==> src/rtl/draw_controller_pkg.sv <==
// Shared constants for the draw controller and its datapath: FSM encoding,
// default screen/car/verge geometry and pixel colour codes.
package draw_controller_pkg;

  localparam logic [2:0] S_IDLE     = 3'd0;
  localparam logic [2:0] S_BG_BLACK = 3'd1;
  localparam logic [2:0] S_BG_LEFT  = 3'd2;
  localparam logic [2:0] S_BG_RIGHT = 3'd3;
  localparam logic [2:0] S_CAR      = 3'd4;
  localparam logic [2:0] S_WAIT     = 3'd5;
  localparam logic [2:0] S_ERASE    = 3'd6;
  localparam logic [2:0] S_MOVE     = 3'd7;

  localparam int DEF_SCR_W = 160;
  localparam int DEF_SCR_H = 120;
  localparam int DEF_GRN_W = 20;
  localparam int DEF_CAR_W = 8;
  localparam int DEF_CAR_H = 12;
  localparam int DEF_CAR_Y = 100;

  localparam logic [2:0] COL_BLACK = 3'b000;
  localparam logic [2:0] COL_GREEN = 3'b010;
  localparam logic [2:0] COL_CAR   = 3'b100;

  // States that sweep a rectangle and strobe plot every cycle.
  function automatic logic is_draw(input logic [2:0] s);
    return (s != S_IDLE) && (s != S_WAIT) && (s != S_MOVE);
  endfunction

endpackage

==> src/rtl/draw_controller_if.sv <==
// Controller <-> datapath bundle: sweep counters in, phase selects,
// strobes and region origin out.
interface draw_controller_if;
  logic [7:0] xcounter;
  logic [7:0] ycounter;
  logic       draw_bg_black;
  logic       draw_bg_green_left;
  logic       draw_bg_green_right;
  logic       draw_car;
  logic       erase;
  logic       drive;
  logic       plot;
  logic       inc;
  logic       done;
  logic [7:0] xpoint;
  logic [7:0] ypoint;

  modport master (
    input  xcounter, ycounter,
    output draw_bg_black, draw_bg_green_left, draw_bg_green_right,
           draw_car, erase, drive, plot, inc, done, xpoint, ypoint
  );

  modport slave (
    output xcounter, ycounter,
    input  draw_bg_black, draw_bg_green_left, draw_bg_green_right,
           draw_car, erase, drive, plot, inc, done, xpoint, ypoint
  );
endinterface

==> src/rtl/draw_controller_sweep_compare.sv <==
// End-of-row / end-of-region detector for the datapath raster sweep.
module sweep_compare (
  input  logic       i_en,
  input  logic [7:0] i_x,
  input  logic [7:0] i_y,
  input  logic [7:0] i_w_m1,
  input  logic [7:0] i_h_m1,
  output logic       o_inc,
  output logic       o_done
);
  logic w_row_end;

  assign w_row_end = i_en && (i_x == i_w_m1);
  assign o_inc     = w_row_end && (i_y <  i_h_m1);
  assign o_done    = w_row_end && (i_y == i_h_m1);
endmodule

==> src/rtl/draw_controller.sv <==
// Screen/car drawing sequencer: paints background and verges, then animates
// the car one step per frame tick by erase / move / redraw.
module draw_controller
  import draw_controller_pkg::*;
#(
  parameter int SCR_W = DEF_SCR_W,
  parameter int SCR_H = DEF_SCR_H,
  parameter int GRN_W = DEF_GRN_W,
  parameter int CAR_W = DEF_CAR_W,
  parameter int CAR_H = DEF_CAR_H,
  parameter int CAR_Y = DEF_CAR_Y
) (
  input  logic clock,
  input  logic reset,
  input  logic start,
  input  logic frame_tick,
  input  logic left_key,
  input  logic right_key,
  output logic busy,
  draw_controller_if.master dp
);
  localparam logic [7:0] CAR_X0  = 8'((SCR_W - CAR_W) / 2);
  localparam logic [7:0] X_MIN   = 8'(GRN_W);
  localparam logic [7:0] X_MAX   = 8'(SCR_W - GRN_W - CAR_W);
  localparam logic [7:0] RGT_X   = 8'(SCR_W - GRN_W);

  logic [2:0] r_state;
  logic [2:0] w_next;
  logic [7:0] r_car_x;
  logic       r_pend;
  logic       w_draw;
  logic       w_done;
  logic       w_inc;
  logic [7:0] w_w_m1;
  logic [7:0] w_h_m1;
  logic [7:0] w_ox;
  logic [7:0] w_oy;

  assign w_draw = is_draw(r_state);

  always_comb begin
    w_w_m1 = 8'd0;
    w_h_m1 = 8'd0;
    w_ox   = 8'd0;
    w_oy   = 8'd0;
    case (r_state)
      S_BG_BLACK: begin w_w_m1 = 8'(SCR_W - 1); w_h_m1 = 8'(SCR_H - 1); end
      S_BG_LEFT:  begin w_w_m1 = 8'(GRN_W - 1); w_h_m1 = 8'(SCR_H - 1); end
      S_BG_RIGHT: begin
        w_w_m1 = 8'(GRN_W - 1); w_h_m1 = 8'(SCR_H - 1); w_ox = RGT_X;
      end
      S_CAR, S_ERASE: begin
        w_w_m1 = 8'(CAR_W - 1); w_h_m1 = 8'(CAR_H - 1);
        w_ox   = r_car_x;       w_oy   = 8'(CAR_Y);
      end
      default: ;
    endcase
  end

  sweep_compare u_cmp (
    .i_en   (w_draw),
    .i_x    (dp.xcounter),
    .i_y    (dp.ycounter),
    .i_w_m1 (w_w_m1),
    .i_h_m1 (w_h_m1),
    .o_inc  (w_inc),
    .o_done (w_done)
  );

  always_comb begin
    w_next = r_state;
    case (r_state)
      S_IDLE:     if (start)  w_next = S_BG_BLACK;
      S_BG_BLACK: if (w_done) w_next = S_BG_LEFT;
      S_BG_LEFT:  if (w_done) w_next = S_BG_RIGHT;
      S_BG_RIGHT: if (w_done) w_next = S_CAR;
      S_CAR:      if (w_done) w_next = S_WAIT;
      S_WAIT:     if (r_pend) w_next = S_ERASE;
      S_ERASE:    if (w_done) w_next = S_MOVE;
      S_MOVE:                 w_next = S_CAR;
      default:                w_next = S_IDLE;
    endcase
  end

  always_ff @(posedge clock or negedge reset) begin
    if (!reset) begin
      r_state <= S_IDLE;
      r_car_x <= CAR_X0;
      r_pend  <= 1'b0;
    end else begin
      r_state <= w_next;
      // Consumption wins over a coincident tick: that tick arrives while pending.
      if (r_state == S_WAIT && r_pend)
        r_pend <= 1'b0;
      else if (frame_tick)
        r_pend <= 1'b1;
      if (r_state == S_MOVE) begin
        if (left_key && !right_key && r_car_x > X_MIN)
          r_car_x <= r_car_x - 8'd1;
        else if (right_key && !left_key && r_car_x < X_MAX)
          r_car_x <= r_car_x + 8'd1;
      end
    end
  end

  assign dp.draw_bg_black       = (r_state == S_BG_BLACK);
  assign dp.draw_bg_green_left  = (r_state == S_BG_LEFT);
  assign dp.draw_bg_green_right = (r_state == S_BG_RIGHT);
  assign dp.draw_car            = (r_state == S_CAR);
  assign dp.erase               = (r_state == S_ERASE);
  assign dp.drive               = (r_state == S_MOVE);
  assign dp.plot                = w_draw;
  assign dp.inc                 = w_inc;
  assign dp.done                = w_done;
  assign dp.xpoint              = w_ox;
  assign dp.ypoint              = w_oy;
  assign busy                   = (r_state != S_IDLE) && (r_state != S_WAIT);

endmodule
==> src/flat_wrapper.sv <==
// flat-port wrapper written by rule: the top's interface ports become plain ports
module draw_controller_flat import draw_controller_pkg::*;
#(
  parameter int SCR_W = DEF_SCR_W,
  parameter int SCR_H = DEF_SCR_H,
  parameter int GRN_W = DEF_GRN_W,
  parameter int CAR_W = DEF_CAR_W,
  parameter int CAR_H = DEF_CAR_H,
  parameter int CAR_Y = DEF_CAR_Y
)
  (clock, reset, start, frame_tick, left_key, right_key, busy, dp_xcounter, dp_ycounter, dp_draw_bg_black, dp_draw_bg_green_left, dp_draw_bg_green_right, dp_draw_car, dp_erase, dp_drive, dp_plot, dp_inc, dp_done, dp_xpoint, dp_ypoint);
  draw_controller_if dp_i ();
  input  logic clock;
  input  logic reset;
  input  logic start;
  input  logic frame_tick;
  input  logic left_key;
  input  logic right_key;
  output logic busy;
  input wire logic [$bits(dp_i.xcounter)-1:0] dp_xcounter;
  input wire logic [$bits(dp_i.ycounter)-1:0] dp_ycounter;
  output wire logic [$bits(dp_i.draw_bg_black)-1:0] dp_draw_bg_black;
  output wire logic [$bits(dp_i.draw_bg_green_left)-1:0] dp_draw_bg_green_left;
  output wire logic [$bits(dp_i.draw_bg_green_right)-1:0] dp_draw_bg_green_right;
  output wire logic [$bits(dp_i.draw_car)-1:0] dp_draw_car;
  output wire logic [$bits(dp_i.erase)-1:0] dp_erase;
  output wire logic [$bits(dp_i.drive)-1:0] dp_drive;
  output wire logic [$bits(dp_i.plot)-1:0] dp_plot;
  output wire logic [$bits(dp_i.inc)-1:0] dp_inc;
  output wire logic [$bits(dp_i.done)-1:0] dp_done;
  output wire logic [$bits(dp_i.xpoint)-1:0] dp_xpoint;
  output wire logic [$bits(dp_i.ypoint)-1:0] dp_ypoint;
  assign dp_i.xcounter = dp_xcounter;
  assign dp_i.ycounter = dp_ycounter;
  assign dp_draw_bg_black = dp_i.draw_bg_black;
  assign dp_draw_bg_green_left = dp_i.draw_bg_green_left;
  assign dp_draw_bg_green_right = dp_i.draw_bg_green_right;
  assign dp_draw_car = dp_i.draw_car;
  assign dp_erase = dp_i.erase;
  assign dp_drive = dp_i.drive;
  assign dp_plot = dp_i.plot;
  assign dp_inc = dp_i.inc;
  assign dp_done = dp_i.done;
  assign dp_xpoint = dp_i.xpoint;
  assign dp_ypoint = dp_i.ypoint;
  draw_controller #(.SCR_W(SCR_W), .SCR_H(SCR_H), .GRN_W(GRN_W), .CAR_W(CAR_W), .CAR_H(CAR_H), .CAR_Y(CAR_Y)) u_core (.clock(clock), .reset(reset), .start(start), .frame_tick(frame_tick), .left_key(left_key), .right_key(right_key), .busy(busy), .dp(dp_i));
endmodule
==> config.mk <==
export PLATFORM = sky130hd
export DESIGN_NAME = draw_controller_flat
export DESIGN_NICKNAME = d
export VERILOG_FILES = /design/src/rtl/draw_controller_pkg.sv /design/src/rtl/draw_controller_if.sv /design/src/rtl/draw_controller_sweep_compare.sv /design/src/rtl/draw_controller.sv /design/src/flat_wrapper.sv
export SDC_FILE = /design/constraint.sdc
export NUM_CORES = 1
export LEC_CHECK = 0
export CORE_AREA = 2 2 60 62
export CTS_CLUSTER_DIAMETER = 120
export DETAILED_ROUTE_END_ITERATION = 8
export DIE_AREA = 0 0 62 64
export HOLD_SLACK_MARGIN = 0.06
export PLACE_DENSITY = 0.77
export SLEW_MARGIN = 5
export SYNTH_ARGS = -nofsm -noshare
export SYNTH_HDL_FRONTEND = slang
export SYNTH_SLANG_ARGS = --single-unit
==> constraint.sdc <==
create_clock -name clock -period 2.7 [get_ports clock]
set_clock_uncertainty 0.05 [all_clocks]
set_input_delay 0.54 -clock clock [delete_from_list [all_inputs] [get_ports clock]]
set_output_delay 0.54 -clock clock [all_outputs]
set_load 0.01 [all_outputs]
**Yosys cells after proc, flatten, opt, wreduce, memory -nomap -nowiden**

Index checks and enable logic that the tools add are counted.
W data, S select, Z words.

- Register bits after elaboration: 12
- Logic and storage cells: 63
- Input port bits: 22
- Output and inout port bits: 26

- Equal/unequal tests: 18
- Mux-type cells: 16
- $add $sub $neg: 2
- Reductions and logical operators: 21
- $lt $le $gt $ge: 3

Operators by type and width:

| kind | number |
|---|---|
| $pmux W3 S8 | 1 |
| $pmux W8 S3 | 1 |
| $mux W3 | 7 |
| $eq A8 B8 Y1 | 2 |
| $mux W8 | 2 |
| $pmux W8 S2 | 1 |
| $pmux W7 S2 | 1 |
| $eq A3 B3 Y1 const B | 4 |
| $ne A2 B1 Y1 const B | 6 |
| $logic_and A1 B1 Y1 | 10 |
| $add A8 B1 Y8 const B | 1 |
| $gt A8 B5 Y1 const B | 1 |
| $lt A8 B8 Y1 | 1 |
| $lt A8 B8 Y1 const B | 1 |
| $sub A8 B1 Y8 const B | 1 |
| $mux W7 | 1 |
| $reduce_and A7 Y1 | 1 |
| $eq A3 B2 Y1 const B | 2 |
| $ne A3 B3 Y1 const B | 2 |
| $reduce_bool A2 Y1 | 2 |
| $reduce_or A2 Y1 | 2 |
| $eq A3 B1 Y1 const B | 1 |
| $logic_not A3 Y1 | 1 |
| $reduce_bool A3 Y1 | 1 |
| other kinds (5) | 7 |

**Depth between registers and ports, before layout**

Gate-level depths: netlist of run 1.

- Depth in word-level cells: 8
- Gate-level depth with buffers: 11
- Mapped depth without buffers: 11

**By module**

Synthesis of run 1 repeated with hierarchy kept, for this count alone.

- Cells, all modules: 159
- Area total of the unflattened synthesis: 1,348.8 µm²

By module, submodules not included:

| module | times used | area an instance (µm²) | sequential area each (µm²) | cells an instance |
|---|---|---|---|---|
| draw_controller | 1 | 1,053.5 | 304.0 | 122 |
| sweep_compare | 1 | 295.3 | 0.0 | 37 |

**Worst setup path before layout of run 1**

No wires, ideal clock.

- Path type: register to output
- Start point: register u_core.r_state[2]
- End point: output port dp_inc
- Slack: -108 ps
- Stages on the path, launching flop included: 12
- Arrival: 2,218 ps
- Cells stage by stage: dfrtp_1 -> buf_4 -> or3_1 -> and2_1 -> inv_1 -> ha_1 -> nor2b_1 -> o21a_1 -> o21a_1 -> o21ai_0 -> a21oi_1 -> nor3b_1

- Word-level cells in the longest chain between the ends: 6
- Elaborated cells between the ends (all ways): 19
- Those cells by class: order compare: 1; eq/ne: 8; mux: 2; reduce/logical: 8

RTL lines:

| element | line | source |
|---|---|---|
| from (decl) | draw_controller.sv:27 | `logic [2:0] r_state;` |
| from (signal assigned) | draw_controller.sv:91 | `r_state <= w_next;` |
| branches (longest 5 deep; another with $lt A8 B8 Y1) | - |  |
| $logic_and A1 B1 Y1 * | draw_controller_sweep_compare.sv:14 | `assign o_inc = w_row_end && (i_y < i_h_m1);` |
| to (decl) | flat_wrapper.sv:29 | `output wire logic [$bits(dp_i.inc)-1:0] dp_inc;` |

Mark *: on every way between the ends.

**Worst setup path after layout of run 1**

- Start point: register u_core.r_state[1]
- End point: output port dp_inc

Same word-level chain as after synthesis.

==> flow_summary.json, run 1 <==
{
  "grt_pass1_wl_um": 5730,
  "utilization": 0.610,
  "wl_met3_um": 173,
  "path_max_fanout": 2,
  "grt_setup_unrepaired": "true",
  "placed_area_um2": 1860,
  "crit_type": "reg2out",
  "fmax_ghz": 0.332,
  "coreArea_um2": 3280,
  "end_kind": "output port",
  "htreeDepth": 1,
  "io_buffers": 42,
  "multi_input_area_um2": 961,
  "run_status": "finished with violations",
  "worstReg2RegStart": "u_core.r_state[1]",
  "synthMuxAreaShare": 0.0751,
  "met1_length_um": 1600,
  "yosys-top-cells-area": "dfrtp_1, ha_1, dfstp_2",
  "yosysWarnings": 0,
  "tightest_slew_ns": 0.565,
  "syn_to_final_growth_pct": 56.2,
  "ff2ff_setup_slack_ns": 0.02,
  "rr_endpoint": "u_core.r_state[1]",
  "setup_slack_ns": -0.312,
  "finalHoldViolCount": 0,
  "wire_per_inst_um": 12.9,
  "setup_tns_ns": -0.396,
  "period_needed_ns": 3.01,
  "min_to": "u_core.r_pend",
  "min_from": "u_core.r_pend",
  "num-fill-cells": 298,
  "gr-usage-all-layers": 0.186,
  "dieArea_um2": 3970,
  "start_util": 0.390,
  "start_kind": "flip-flop",
  "syn-cell-area_um2": 1280,
  "routed.top_layer": "met4",
  "ir_drop_mv": 0.179,
  "place_congestion": 0.854,
  "yosysUniqueCellTypes": 38,
  "holdPathStages": 1,
  "timing.hold.ws_ns": 0.470,
  "p_per_area_nw_per_um2": 196,
  "synth_area_per_cell_um2": 8.33,
  "synthXorXnorAreaFrac": 0.0341,
  "slew_headroom": 0.622,
  "drc": 0,
  "synth_compound_area_frac": 0.175,
  "violations": "negative setup slack",
  "fin_area_um2": 2000,
  "cp.required_ns": 2.11,
  "drt_pre_antenna_iters": 4,
  "antennaDiodeCount": 0,
  "worstSkewPairLatency_ns": 0.28,
  "via_count": 1309,
  "synth.largest_area_cell": "dfrtp_1",
  "post-place-ws_ns": -0.525,
  "dpl.hpwl_um": 2700,
  "antenna_found_initial": 0,
  "root_buffer": "clkbuf_4",
  "fin_total_pwr_mw": 0.394,
  "hold_buffers": 0,
  "dieHeight_um": 64,
  "grt_pass1_vias": 1279,
  "tritoncts.num_buffers": 3,
  "io_pins": 48,
  "wl_met2_um": 1630,
  "netlist_instances": 154,
  "grt_start_max_net_pins": 16,
  "dp.cells": 256,
  "synth.top_cell.area_share": 0.176,
  "cts_tree": "yes",
  "synth_top_family_by_area": "simple AND/OR/NAND/NOR gates",
  "die_w_um": 62,
  "hp-class": "reg2reg",
  "grt-ovfl-total": 0,
  "reg2regPathDepth": 13,
  "final-instance-count-excl-fill": 266,
  "fin_crit_sh": 1.12,
  "postSynthRegisterBits": 12,
  "drive_gt1_frac": 0.250,
  "drtIter0Drc": 50,
  "finalMaxSlewViolations": 0,
  "nNetsFinal": 257,
  "final-setup-viol-count": 2,
  "cts_sinks": 12,
  "drv_cap": 0,
  "via_per_inst": 4.92,
  "cp.arrival_ns": 2.42,
  "seq_area_um2": 304,
  "wirelength_um": 3440,
  "cts_buffer_depth": 2,
  "path_clk_slew_ns": 0.08,
  "num_rows": 21,
  "ant_nets": 0,
  "seq_area_frac_synth": 0.237,
  "synth_fa_ha_area_frac": 0.142,
  "leakagePower_nw": 0.919,
  "yosys.area_share.simple": 0.252
}
-- sequential cells by signal, indices dropped and copies added (netlist names) --
register	flops
u_core.r_state	3
u_core.r_car_x	8
u_core.r_pend	1
-- layout by cell type (no fill, tap or decap), types with 5 or more instances in the layout --
master | netlist | routed
clkdlybuf4s50_1 | 0 | 39
a21oi_1 | 7 | 5
inv_1 | 7 | 5
conb_1 | 1 | 5
ha_1 | 13 | 11
mux2_1 | 5 | 5
buf_4 | 9 | 25
nor2b_1 | 5 | 5
a21o_1 | 5 | 5
and2_1 | 8 | 7
dfrtp_1 | 9 | 9
nand2_1 | 8 | 8
nor2_1 | 15 | 14
o21ai_1 | 6 | 6
-- synthesized netlist by cell type --
| master | n |
|---|---|
| nor2_1 | 15 |
| ha_1 | 13 |
| buf_4 | 9 |
| dfrtp_1 | 9 |
| and2_1 | 8 |
| nand2_1 | 8 |
| a21oi_1 | 7 |
| inv_1 | 7 |
| o21ai_0 | 7 |
| o21ai_1 | 6 |
| a21o_1 | 5 |
| mux2_1 | 5 |
| nor2b_1 | 5 |
| mux2i_1 | 4 |
| nand3_1 | 4 |
| nor3_1 | 4 |
| o21a_1 | 4 |
| or3_1 | 4 |
| dfstp_2 | 3 |
| xnor2_1 | 3 |
| a31oi_1 | 2 |
| inv_2 | 2 |
| nand2b_1 | 2 |
| nand3b_1 | 2 |
| nor4_1 | 2 |
| xor2_1 | 2 |
| a21boi_1 | 1 |
| a21boi_4 | 1 |
| a31o_1 | 1 |
| and2_2 | 1 |
| clkbuf_1 | 1 |
| conb_1 | 1 |
| fa_1 | 1 |
| nand4_1 | 1 |
| nor3b_1 | 1 |
| nor4_4 | 1 |
| o22a_1 | 1 |
| or4_1 | 1 |
-- critical path, cell delays in order (launching register included) --
cell and delay [ns]:
dfrtp_1 0.38, or3_4 0.39, and2_4 0.16, inv_4 0.06
ha_4 0.18, nor2b_1 0.12, o21a_1 0.16, o21a_1 0.17
o21ai_2 0.13, a21oi_2 0.08, nor3b_2 0.17, buf_2 0.15
-- worst max-delay path by stage --
stage	from	end	cells after the start
final	u_core.r_state[1]	dp_inc	11
after detailed placement	dp_ycounter[1]	dp_inc	9
after global placement	dp_ycounter[1]	dp_inc	9
after global routing	u_core.r_state[1]	dp_inc	11
after floorplan	u_core.r_state[2]	dp_inc	11
after CTS	u_core.r_state[0]	dp_inc	11
-- cell type report --
class                           instances  share of cell area
Tap cell                               46              0.0287
Multi-Input combinational cell        127               0.480
Inverter                                9              0.0181
Sequential cell                        12               0.152
Timing Repair Buffer                   68               0.304
Clock buffer                            4              0.0181
-- timing repair --
| item | in CTS | in global routing |
|---|---|---|
| pin swaps | 9 | 9 |
| endpoints found under the setup margin | 2 | 5 |
| resized for setup | 17 | 9 |
| buffers inserted | 3 | 4 |
-- per-layer routing --
metal | GRT usage | up-vias
li1 | - | 664
met1 | 0.264 | 608
met2 | 0.290 | 33
met3 | 0.0466 | 4
met4 | 0.0239 | 0
met5 | 0 | -
-- where the power goes --
part | switching [mW] | total [mW] | internal (mW)
Sequential | 0.0000389 | 0.180 | 0.180
Combinational | 0.0266 | 0.0664 | 0.0398
Clock | 0.0653 | 0.147 | 0.0820
-- logic make-up (layout without fill, tap and decap cells) --
logic type | Yosys count | after routing
simple gates | 59 | 59
flops | 12 | 12
buf+inv | 19 | 81
compound gates | 35 | 35
xor+xnor | 5 | 5
mux | 9 | 9
other cells | 1 | 5
fa+ha+maj | 14 | 14
Power figures use the tool's default switching activity.
==> run 2, diff against run 1 <==
--- a/config.mk
+++ b/config.mk
@@ -5,12 +5,12 @@
 export SDC_FILE = /design/constraint.sdc
 export NUM_CORES = 1
 export LEC_CHECK = 0
-export CORE_AREA = 2 2 60 62
+export CORE_AREA = 2 2 46 80
 export CTS_CLUSTER_DIAMETER = 120
 export DETAILED_ROUTE_END_ITERATION = 8
-export DIE_AREA = 0 0 62 64
+export DIE_AREA = 0 0 48 82
 export HOLD_SLACK_MARGIN = 0.06
-export PLACE_DENSITY = 0.77
+export PLACE_DENSITY = 0.78
 export SLEW_MARGIN = 5
 export SYNTH_ARGS = -nofsm -noshare
 export SYNTH_HDL_FRONTEND = slang
==> flow_summary.json, run 2 (same netlist as run 1, synthesis figures left out) <==
{
  "run_status": "finished with violations",
  "violations": "negative setup slack",
  "htreeDepth": 1,
  "post-place-ws_ns": -0.585,
  "rr_endpoint": "u_core.r_car_x[6]",
  "drive_gt1_frac": 0.253,
  "num-fill-cells": 303,
  "grt_use_met1": 0.188,
  "met2_usage": 0.415,
  "largest_reg_flops": 8,
  "top_usage_layer": "met2",
  "worstPathCellList": "or3_1, and2_4, inv_4, ha_4, nor2b_4, o21a_1, o21a_1, o21ai_2, a21oi_2, nor3b_2, buf_2",
  "worstReg2RegStart": "u_core.r_car_x[3]",
  "ant_nets": 0,
  "gr-usage-all-layers": 0.206,
  "cp.required_ns": 2.11,
  "finalHoldViolCount": 0,
  "grt_pass1_vias": 1404,
  "start_util": 0.385,
  "seq_area_um2": 304,
  "via_count": 1337,
  "fmax_ghz": 0.337,
  "antenna_found_initial": 0,
  "cts_buffer_depth": 2,
  "wire_per_inst_um": 14.3,
  "holdPathStages": 1,
  "worstSkewPairLatency_ns": 0.25,
  "leakagePower_nw": 0.942,
  "grt-ovfl-total": 0,
  "combPwrFrac": 0.158,
  "dp.cells": 259,
  "cpMaxStageDelayCell": "dfrtp_1",
  "largestRegisters": "u_core.r_car_x x8, u_core.r_state x3, u_core.r_pend x1",
  "p_sw_mw": 0.104,
  "min_from": "u_core.r_pend",
  "place_congestion": 0.861,
  "start_kind": "flip-flop",
  "reg2regPathDepth": 11,
  "drc": 0,
  "ir_drop_mv": 0.213,
  "grt_pass1_wl_um": 5790,
  "path_max_fanout": 2,
  "dieArea_um2": 3940,
  "largest-register": "u_core.r_car_x",
  "pwr-share-clk": 0.446,
  "slowest_delay_ns": 0.37,
  "antennaDiodeCount": 0,
  "swShare": 0.228,
  "path_clk_slew_ns": 0.05,
  "multi_input_area_um2": 962,
  "wirelength_um": 3810,
  "p_per_area_nw_per_um2": 224,
  "met3_usage": 0.0198,
  "drv_cap": 0,
  "drtIter0Drc": 15,
  "num_rows": 28,
  "tritoncts.num_buffers": 3,
  "end_kind": "output port",
  "tightest_slew_ns": 0.594,
  "nNetsFinal": 258,
  "final_cell_mix": "clkdlybuf4s50_1, buf_4, nor2_1",
  "hp-class": "reg2reg",
  "final-setup-viol-count": 1,
  "finalMaxSlewViolations": 0,
  "cts_sinks": 12,
  "slew_headroom": 0.603,
  "drt_pre_antenna_iters": 4,
  "cp.arrival_ns": 2.38,
  "coreArea_um2": 3330,
  "hold_buffers": 0,
  "cts_tree": "yes",
  "cpMostUsedCell": "o21a_1",
  "grt_start_max_net_pins": 16,
  "syn_to_final_growth_pct": 58.4,
  "io_pins": 48,
  "setup_slack_ns": -0.268,
  "via_per_inst": 5.03,
  "dieHeight_um": 82,
  "final-instance-count-excl-fill": 266,
  "placed_area_um2": 1890,
  "fin_area_um2": 2030,
  "final_common_cell": "clkdlybuf4s50_1",
  "period_needed_ns": 2.97,
  "seqPwrFrac": 0.396,
  "grt_setup_unrepaired": "true",
  "die_w_um": 48,
  "min_to": "u_core.r_pend",
  "fin_crit_sh": 1.10,
  "intPower_mw": 0.352,
  "ff2ff_setup_slack_ns": 0.21,
  "root_buffer": "clkbuf_8",
  "dpl.hpwl_um": 2960,
  "io_buffers": 42,
  "crit_type": "reg2out"
}
[run 2: changes by cell type in the layout (fill, tap and decap cells not counted), moves of 2 or more]
| cell | delta |
|---|---|
| clkbuf_8 | +3 |
| clkbuf_4 | -3 |
| o21ai_2 | -2 |
| o21ai_0 | +2 |
[run 2: power groups by stage]
stage / Sequential (mW) / Clock (mW) / Combinational (mW)
2_1_floorplan: 0.183 / 0 / 0.0250
3_3_place_gp: 0.183 / 0 / 0.0621
3_5_place_dp: 0.183 / 0 / 0.0644
4_1_cts: 0.180 / 0.204 / 0.0676
5_1_grt: 0.180 / 0.216 / 0.0783
6_report: 0.180 / 0.203 / 0.0722
[run 2: per-stage QoR]
step                utilization  power [mW]  hold WS (ns)  setup TNS (ns)
floorplan                     -       0.208         0.194               0
finish                    0.611       0.456         0.467          -0.268
global placement          0.568       0.245         0.449           -1.22
detailed placement        0.568       0.248         0.460           -1.36
CTS                       0.592       0.452         0.476          -0.272
global route              0.611       0.474         0.494          -0.378
[run 2: layer usage]
| metal | up-vias | part of all wire |
|---|---|---|
| li1 | 666 | - |
| met2 | 34 | 0.60 |
| met3 | 5 | 0.028 |
| met4 | 0 | 0.015 |
| met1 | 632 | 0.36 |
| met5 | - | 0 |
[run 2: how the worst max path moves through the flow]
stage          depth (start not counted)               from  slack [ns]  endpoint
3_3_place_gp                           8     dp_xcounter[4]       -0.53    dp_inc
6_report                              11  u_core.r_state[1]       -0.27    dp_inc
3_5_place_dp                           9     dp_ycounter[1]       -0.59    dp_inc
2_1_floorplan                         11  u_core.r_state[2]        0.01    dp_inc
5_1_grt                               11  u_core.r_state[1]       -0.38    dp_inc
4_1_cts                               11  u_core.r_state[0]       -0.27    dp_inc
[run 2: what timing repair did]
item,in CTS,in global routing
resized for setup,14,12
buffers inserted,2,1
pin swaps,7,7
setup endpoints to repair,2,6
endpoints found under the hold margin,0,0
[run 2: area by class of cell]
type	instances	share of cell area
Timing Repair Buffer	69	0.304
Sequential cell	12	0.150
Tap cell	45	0.0277
Multi-Input combinational cell	127	0.474
Inverter	9	0.0179
Clock buffer	4	0.0271
[run 2: critical path: cells and delay by family (launching register included)]
kind / cells / cell delay [ns]
flip-flops: 1 / 0.37
AND/OR/NAND/NOR: 4 / 0.84
buffers and inverters: 2 / 0.21
AO/OA/AOI/OAI: 4 / 0.52
adder cells (fa/ha/maj): 1 / 0.19
